$ cat config.mk
export PLATFORM = sky130hd
export DESIGN_NAME = sr_latch_ctrl
export DESIGN_NICKNAME = d
export VERILOG_FILES = /design/src/rtl/sr_latch_ctrl.sv
export SDC_FILE = /design/constraint.sdc
export NUM_CORES = 1
export LEC_CHECK = 0
export ABC_CLOCK_PERIOD_IN_PS = 3870
export CELL_PAD_IN_SITES_DETAIL_PLACEMENT = 0
export CELL_PAD_IN_SITES_GLOBAL_PLACEMENT = 1
export CORE_MARGIN = 2
export CORE_UTILIZATION = 35
export CTS_CLUSTER_SIZE = 10
export DETAILED_ROUTE_END_ITERATION = 16
export MAX_ROUTING_LAYER = met4
export PLACE_DENSITY = 0.72
export SYNTH_ARGS = -nofsm -noshare
export SYNTH_HDL_FRONTEND = slang
export SYNTH_SLANG_ARGS = --single-unit
export TNS_END_PERCENT = 1
$ cat constraint.sdc
create_clock -name clk -period 3.87 [get_ports clk]
set_input_delay 0.774 -clock clk [delete_from_list [all_inputs] [get_ports clk]]
set_output_delay 0.774 -clock clk [all_outputs]
set_load 0.01 [all_outputs]
$ cat src/rtl/sr_latch_ctrl.sv
// Arbitrated set/reset pulse controller for an external SR latch.
// Round-robin grant, fixed-width drive pulse, then a q_fb completion check.
module sr_latch_ctrl #(
  parameter int unsigned N_REQ     = 4,
  parameter int unsigned PULSE_CYC = 2
) (
  input  logic             clk,
  input  logic             reset,
  input  logic [N_REQ-1:0] set_req,
  input  logic [N_REQ-1:0] clr_req,
  input  logic             q_fb,
  output logic             latch_set,
  output logic             latch_reset,
  output logic [N_REQ-1:0] ack,
  output logic             busy,
  output logic             err,
  output logic [2:0]       err_id
);

  typedef enum logic [1:0] {
    IDLE  = 2'd0,
    PULSE = 2'd1,
    CHECK = 2'd2
  } state_e;

  localparam logic [3:0] CNT_LOAD = 4'(PULSE_CYC - 1);
  localparam logic [2:0] LAST_IDX = 3'(N_REQ - 1);

  state_e     state_q, state_d;
  logic       op_q, op_d;            // 1 = drive q to 1, 0 = drive q to 0
  logic [2:0] idx_q, idx_d;
  logic [2:0] rr_q, rr_d;
  logic [2:0] err_id_q, err_id_d;
  logic [3:0] cnt_q, cnt_d;

  logic [7:0] set8, elig8, ill8, ack8;
  logic       gnt_found, ill_found, err_c;
  logic [2:0] gnt_idx, ill_idx, err_now;

  assign set8  = 8'(set_req);
  assign elig8 = 8'(set_req ^ clr_req);
  assign ill8  = 8'(set_req & clr_req);

  // Round-robin search starting at rr_q, wrapping at N_REQ.
  always_comb begin
    int unsigned j;
    gnt_found = 1'b0;
    gnt_idx   = '0;
    j         = 0;
    for (int unsigned k = 0; k < N_REQ; k++) begin
      j = int'(rr_q) + k;
      if (j >= N_REQ) j = j - N_REQ;
      if (!gnt_found && elig8[3'(j)]) begin
        gnt_found = 1'b1;
        gnt_idx   = 3'(j);
      end
    end
  end

  always_comb begin
    ill_found = 1'b0;
    ill_idx   = '0;
    for (int unsigned k = 0; k < N_REQ; k++) begin
      if (!ill_found && ill8[3'(k)]) begin
        ill_found = 1'b1;
        ill_idx   = 3'(k);
      end
    end
  end

  always_comb begin
    state_d  = state_q;
    op_d     = op_q;
    idx_d    = idx_q;
    rr_d     = rr_q;
    cnt_d    = cnt_q;
    err_id_d = err_id_q;
    ack8     = '0;
    err_c    = 1'b0;
    err_now  = err_id_q;
    case (state_q)
      IDLE: begin
        if (gnt_found) begin
          state_d = PULSE;
          idx_d   = gnt_idx;
          op_d    = set8[gnt_idx];
          cnt_d   = CNT_LOAD;
          rr_d    = (gnt_idx == LAST_IDX) ? '0 : gnt_idx + 3'd1;
        end else if (ill_found) begin
          err_c    = 1'b1;
          err_now  = ill_idx;
          err_id_d = ill_idx;
        end
      end
      PULSE: begin
        if (cnt_q == '0) state_d = CHECK;
        else             cnt_d   = cnt_q - 4'd1;
      end
      CHECK: begin
        state_d = IDLE;
        if (q_fb == op_q) begin
          ack8[idx_q] = 1'b1;
        end else begin
          err_c    = 1'b1;
          err_now  = idx_q;
          err_id_d = idx_q;
        end
      end
      default: state_d = IDLE;
    endcase
  end

  always_ff @(posedge clk) begin
    if (reset) begin
      state_q  <= IDLE;
      op_q     <= 1'b0;
      idx_q    <= '0;
      rr_q     <= '0;
      err_id_q <= '0;
      cnt_q    <= '0;
    end else begin
      state_q  <= state_d;
      op_q     <= op_d;
      idx_q    <= idx_d;
      rr_q     <= rr_d;
      err_id_q <= err_id_d;
      cnt_q    <= cnt_d;
    end
  end

  // Drives depend only on registered state, so they can never overlap.
  assign latch_set   = (state_q == PULSE) &&  op_q;
  assign latch_reset = (state_q == PULSE) && !op_q;
  assign busy        = (state_q != IDLE);
  // Completion pulses are suppressed in a cycle whose closing edge resets.
  assign ack         = reset ? '0 : ack8[N_REQ-1:0];
  assign err         = err_c && !reset;
  assign err_id      = err ? err_now : err_id_q;

endmodule

======== Word-level counts from Yosys, hierarchy flattened ========
Index checks and enable logic that the tools add are counted.
word-level totals
  register bits after elaboration ......... 16
  input port bits ......................... 11
  output and inout port bits .............. 11
  logic and storage cells ................. 110
operators by class
  $add $sub $neg .......................... 9
  magnitude comparators ................... 11
  eq/ne operators ......................... 7
  multiplexer cells ....................... 50
  bitwise operators ....................... 2
  reductions and logical operators ........ 25
operators by type and width
  operator               number
  $mux W3                15
  $lt A3 B4 Y1 const B   6
  $mux W4                5
  $mux W1                18
  $bmux W1 S3            5
  $ge A4 B3 Y1 const B   3
  $sub A3 B3 Y3 const B  4
  $logic_and A1 B1 Y1    10
  $add A3 B2 Y4 const B  2
  $logic_not A1 Y1       8
  $pmux W4 S2            1
  $ne A2 B2 Y1 const B   3
  $pmux W3 S2            1
  $add A3 B1 Y4 const B  1
  $and A4 B4 Y4          1
  $logic_not A4 Y1       1
  $mux W2                2
  $pmux W2 S2            1
  $reduce_and A2 Y1      2
  $reduce_bool A2 Y1     2
  $sub A4 B1 Y4 const B  1
  $xor A4 B4 Y4          1
  $add A3 B1 Y3 const B  1
  $demux W1 S3           1
  other kinds (9)        9

======== Logic depth before layout (Yosys ltp) ========
  depth after elaboration ................. 18
  mapped depth ............................ 10
  gate-level depth less buffers ........... 9

======== Least setup slack after synthesis ========
OpenSTA, ideal clock, no wires.
  path type ............................... in2out
  start ................................... input set_req[3]
  end ..................................... output err_id[0]
  arrival time ............................ 3.018 ns
  data required time ...................... 3.096 ns
  setup slack ............................. 0.078 ns
  stages on the path ...................... 7
  path buffers ............................ 0
  path through ............................ ha_1 -> mux4_2 -> a221oi_4 -> nand3_2 -> or3_1 -> a21o_1 -> mux2_1
on the way
  cells in the longest elaborated chain, start to end .. 17
  elaborated cells on any way between the ends .. 31
  classes of those cells .................. 21 x mux; 2 x bitwise; 8 x reduce/logical
RTL lines
  what                           RTL line  source
  from (decl)                    9         input logic [N_REQ-1:0] set_req,
  $xor A4 B4 Y4                  41        assign elig8 = 8'(set_req ^ clr_req);
  $bmux W1 S3                    53        if (!gnt_found && elig8[3'(j)]) begin
  $mux W1 (not written as such)  53
  $mux W1                        53
  $logic_not A1 Y1               53
  $logic_and A1 B1 Y1            53
  $mux W1                        53
  $logic_not A1 Y1               53
  $logic_and A1 B1 Y1            53
  $mux W1                        53
  $logic_not A1 Y1               53
  $logic_and A1 B1 Y1            53
  $mux W1                        53
  $mux W1                        83        if (gnt_found) begin
  $pmux W1 S2                    81        case (state_q)
  $logic_and A1 B1 Y1            137       assign err = err_c && !reset;
  $mux W3 (*)                    138       assign err_id = err ? err_now : err_id_q;
  to (decl)                      17        output logic [2:0] err_id
Every way passes the cells marked *; elsewhere a longest branch is shown, timed or not. The select of a mux whose other input is x is not followed.

======== Worst setup path after layout ========
  start ................................... input set_req[3]
  end ..................................... output err_id[1]
The elaborated chain is that of the path after synthesis.

==> impl_metrics.tcl <==
set metrics [dict create \
    htree_levels 1 \
    rsz0062_at_grt "yes" \
    finalCritPeriodShare_pct 98.81 \
    num_antenna_cells 0 \
    status "finished, final reports clean" \
    antenna_found_initial 0 \
    fin_skew_ps 6.963 \
    ys_top_cells_by_area "dfxtp_1, ha_1, nor2_1" \
    clk_latency_ps 290 \
    synth-main-ff-cell "dfxtp_1" \
    post_dp_cell_area_sq_mm 0.001582 \
    syn_nets 165 \
    final-hold-violation-count 0 \
    comb_power_share_pct 64.8 \
    drt-total-wl_microns 3229 \
    netlist_area_sq_mm 0.001246 \
    cts_buffers 3 \
    die_area_sq_mm 0.004054 \
    grt_usage_pct 17.54 \
    power.internal_mw 0.6072 \
    p_sw_share_pct 44.14 \
    finalNetCount 201 \
    die_h_microns 63.67 \
    power.total_mw 1.087 \
    worstMarginPinSlew_ps 617.6 \
    end_kind "output pin" \
    stdcell_area_sq_mm 0.001683 \
    crit_fanout 6 \
    grt_pass1_wl_microns 5506 \
    die_x_microns 63.67 \
    drc_errors 0 \
    layout-drive-gt1-share_pct 27.07 \
    path_class "primary input to output pin" \
    setup_viol 0 \
    globalRouteOverflowTotal 0 \
    via_per_inst 5.383 \
    yosysWarnings 0 \
    synthToLayoutAreaGrowth_pct 35.04 \
    clk_pin_slew_worst_paths_ps 100 \
    ys_ff_latch 16 \
    port_buffers 21 \
    gp_congestion 0.8844 \
    tritoncts "done" \
    synth_enable_flop_cells 0 \
    pin_count 22 \
    first_pass_iters 4 \
    seq_area_frac_synth_pct 25.70 \
    worstPathArrival_ps 3050 \
    avgSynthCellArea_sq_um 8.536 \
    num_rows 21 \
    postRouteAntennaNets 0 \
    synth_top_area_share_pct 25.70 \
    min_period_ps 3824 \
    drtIter0Drc 58 \
    synth_cells 146 \
    first_global_vias 1218 \
    coreArea_sq_mm 0.003390 \
    p_sw_mw 0.4798 \
    fmax_mhz 261.5 \
    cp.required_ps 3100 \
    ir_drop_uv 270.9 \
    place_hpwl_microns 2555 \
    clkSinkCount 16 \
    setup.worst_path.start_class "primary input" \
    synth-async-reset-ratio_pct 0 \
    fill_cells 324 \
    synth_top_area_cell "dfxtp_1" \
    start_util_pct 36.77 \
    grt_max_degree 19 \
    slew_headroom_pct 58.63 \
    final_common_cell "dfxtp_1" \
    clockBufferDepth 2 \
    fin_util_pct 49.65 \
    ys_types 51 \
    max-cap-violations 0 \
    mostFrequentLayoutCells "dfxtp_1, nor2_1, buf_4" \
    leakage_nw 0.7267 \
    hold_buffers 0 \
    vias 1222 \
    drv_slew 0 \
    power.density_mw_per_mm2 646.0 \
    finalSetupTns_ps 0 \
    sequentialPowerShare_pct 24.8 \
    holdCritPathClass "register to register" \
    pwr-share-clk_pct 10.5 \
    wl_per_cell_microns 14.22 \
    root_buffer "clkbuf_4" \
]
kinds of logic (layout without fill, tap and decap cells):
kind of cell | after synthesis | count (layout) | synth area share (%)
buffers and inverters | 17 | 52 | 5.723
multiplexers | 11 | 11 | 12.85
AND/OR/NAND/NOR | 60 | 60 | 25.00
AO/OA/AOI/OAI | 33 | 33 | 21.99
flip-flops | 16 | 16 | 25.70
adder cells (fa/ha/maj) | 8 | 8 | 8.032
XOR/XNOR | 1 | 1 | 0.7029
state kept, by name (all words and copies together), names as in the netlist:
register	count
err_id_q	3
op_q	1
rr_q	3
cnt_q	4
idx_q	3
state_q	2
layout make-up:
cell class | count | area, sq um | area share (%)
clock buffers | 4 | 36.28 | 2.156
inverters | 13 | 48.80 | 2.900
multi-input cells | 113 | 932.1 | 55.39
flip-flops and latches | 16 | 320.3 | 19.03
well taps | 46 | 57.56 | 3.420
repair buffers | 35 | 287.8 | 17.10
stage by stage:
step                      setup slack [ps]  hold slack [ps]  std cells
after floorplan                      78.32            443.5        146
after CTS                           0.3386            482.6        226
after global routing                -38.93            535.7        227
after global placement              -729.8            456.0        221
final                                46.23            480.2        227
after detailed placement            -792.1            467.2        221
routing by layer:
metal  track usage [%]  part of all wire, %  vias to the layer above  routed length (microns)
li1                  -                    -                      612                        -
met1             20.50                   48                      586                     1534
met2             30.26                   49                       18                     1571
met3             2.857                  2.1                        6                       69
met4             6.250                  1.6                        0                       53
met5                 -                    0                        -                        0
critical path, cell delays in order:
cell	delay, ps
buf_8	100
ha_4	250
mux4_2	510
a221oi_4	230
nand3_2	110
or3_4	410
a21o_4	240
mux2_4	300
buf_6	120
power groups by stage:
stage,logic [mW],clock network (mW),registers [mW]
floorplan,0.472,0,0.253
global placement,0.652,0,0.270
detailed placement,0.666,0,0.273
CTS,0.691,0.118,0.269
global route,0.785,0.127,0.279
finish,0.704,0.114,0.269
cell usage after synthesis (3+ instances only):
| library cell | count |
|---|---|
| o211a_1 | 3 |
| nand3_1 | 3 |
| clkbuf_1 | 3 |
| or3_1 | 5 |
| mux2i_1 | 4 |
| nor2_1 | 15 |
| inv_1 | 13 |
| o21ai_0 | 3 |
| ha_1 | 8 |
| nor3_1 | 3 |
| nand4_1 | 3 |
| nor4_1 | 3 |
| a21oi_1 | 5 |
| and2_1 | 3 |
| dfxtp_1 | 16 |
| nand2_1 | 12 |
| nor2b_1 | 3 |
| nor3b_1 | 3 |
timing repair:
item	4_1_cts	5_1_grt
gates resized for setup	39	20
gates cloned	0	0
buffers inserted	1	1
pin swaps	6	7
setup endpoints to repair	4	4
worst paths after layout:
| check | start | to | slack [ps] | depth (start not counted) |
|---|---|---|---|---|
| max | set_req[3] | err_id[1] | 50 | 9 |
| min | cnt_q[3] | cnt_q[3] | 480 | 2 |
| max reg2reg | rr_q[1] | rr_q[1] | 1020 | 10 |
| min reg2reg | cnt_q[3] | cnt_q[3] | 480 | 2 |
Note: power is estimated with default switching activity, not from simulation.
==> patch, RTL diff (config.mk and constraints unchanged) <==
The parameter `N_REQ` goes from 4 to 6.
--- a/src/rtl/sr_latch_ctrl.sv
+++ b/src/rtl/sr_latch_ctrl.sv
@@ -3,3 +3,3 @@
 module sr_latch_ctrl #(
-  parameter int unsigned N_REQ     = 4,
+  parameter int unsigned N_REQ     = 6,
   parameter int unsigned PULSE_CYC = 2
Interface: changed (resized ack, clr_req and set_req); port bits go from 22 to 28. The function was not compared with the original's and may differ.
==> patch against the unedited design <==
- the flow now finishes with violations (negative setup slack)
- worst setup slack worse by 0.22 ns
- via count increased by 100%
- critical path depth up 7
- final area increased by 98%
- total power grew to 2.7 times the old value
- wire length rose by 120%
- area after synthesis rose by 65%
- sequential cell count stayed put
- critical path type unchanged
==> patch: results (changes against the unedited design) <==
metric,value,unit,change
hpwlAfterDp,5.37,mm,+110%
viasPerCell,5.47,,+1.6%
post-place-cells,434,,+96%
grt_pass1_wl,11.4,mm,+110%
r2r_cells,14,,+4
synthMuxAreaShare,7.41,%,-5.4 points
met1_usage,31.4,%,+11 points
power_density,879,nW/um^2,+36%
cp-startpoint,set_req[1],,
worstSkewPairLatency,0.25,ns,-0.04 ns
outcome,finished with violations,,
synth_compound_area_share,27.7,%,+5.8 points
crit_path_max_fanout,4,,-2
cts_resized,105,,+170%
path_delay_family,simple AND/OR/NAND/NOR gates,,
cpPeakStageDelay,0.29,ns,-0.22 ns
port_buffers,27,,+29%
post_cts_buffers,13,,+12
dr_wl_met2,3.22,mm,+100%
tightest_slew,0.579,ns,-0.0391 ns
drive_above_1_share,42.1,%,+15 points
clock_skew,0.00650,ns,-0.000458 ns
wl_per_cell,15.5,um,+9.1%
wirelength,7.02,mm,+120%
min_to,cnt_q[1]$_SDFFE_PP0P_,,
drtIter0Drc,204,,+250%
setup_viol,4,,+4
grt_pass1_vias,2380,,+95%
fin_ws,-0.176,ns,-0.223 ns
holdWs,0.496,ns,+0.0158 ns
violations,negative setup slack,,
dpl_cell_area,2940,um^2,+86%
synth_xor_area_share,3.34,%,+2.6 points
syn-num-nets,306,,+85%
finalSetupTns,-0.548,ns,-0.548 ns
n_fill_cell,506,,+56%
use_met2,35.7,%,+5.4 points
power_leakage,1.42,nW,+95%
peakVddDrop,0.000403,V,+49%
timing.rr.start,rr_q[0]$_SDFFE_PP0P_,,
synth-seq-area-share,15.5,%,-10 points
met3_usage,3.22,%,+0.37 points
nets,412,,+100%
cts.reportedPaths.clkPinSlew,0.06,ns,-0.04 ns
grt_start_max_net_pins,15,,-4
==> patch: cell count changes in the layout (fill, tap and decap cells not counted), moves of 4 or more <==
cell / unedited run / this run
buf_4: 14 / 77
buf_6: 3 / 17
a21oi_1: 5 / 18
nor2_1: 15 / 28
nand2_1: 12 / 22
nor3_1: 3 / 11
o21ai_0: 2 / 9
xnor2_1: 0 / 5
a2111oi_0: 0 / 4
clkbuf_2: 4 / 0
ha_4: 4 / 8
nand3_1: 3 / 7
==> patch: final cells by class <==
| cell class | count | share of cell area, % |
|---|---|---|
| Clock buffer | 4 | 1.65 |
| Multi-Input combinational cell | 230 | 55.7 |
| Timing Repair Buffer | 113 | 28.3 |
| Inverter | 17 | 1.99 |
| Sequential cell | 16 | 9.68 |
| Tap cell | 72 | 2.70 |
==> patch: power by group <==
group          total, mW  switching (mW)  internal, mW
clock network      0.153          0.0623        0.0904
logic               2.46            1.17          1.28
registers          0.322          0.0881         0.234
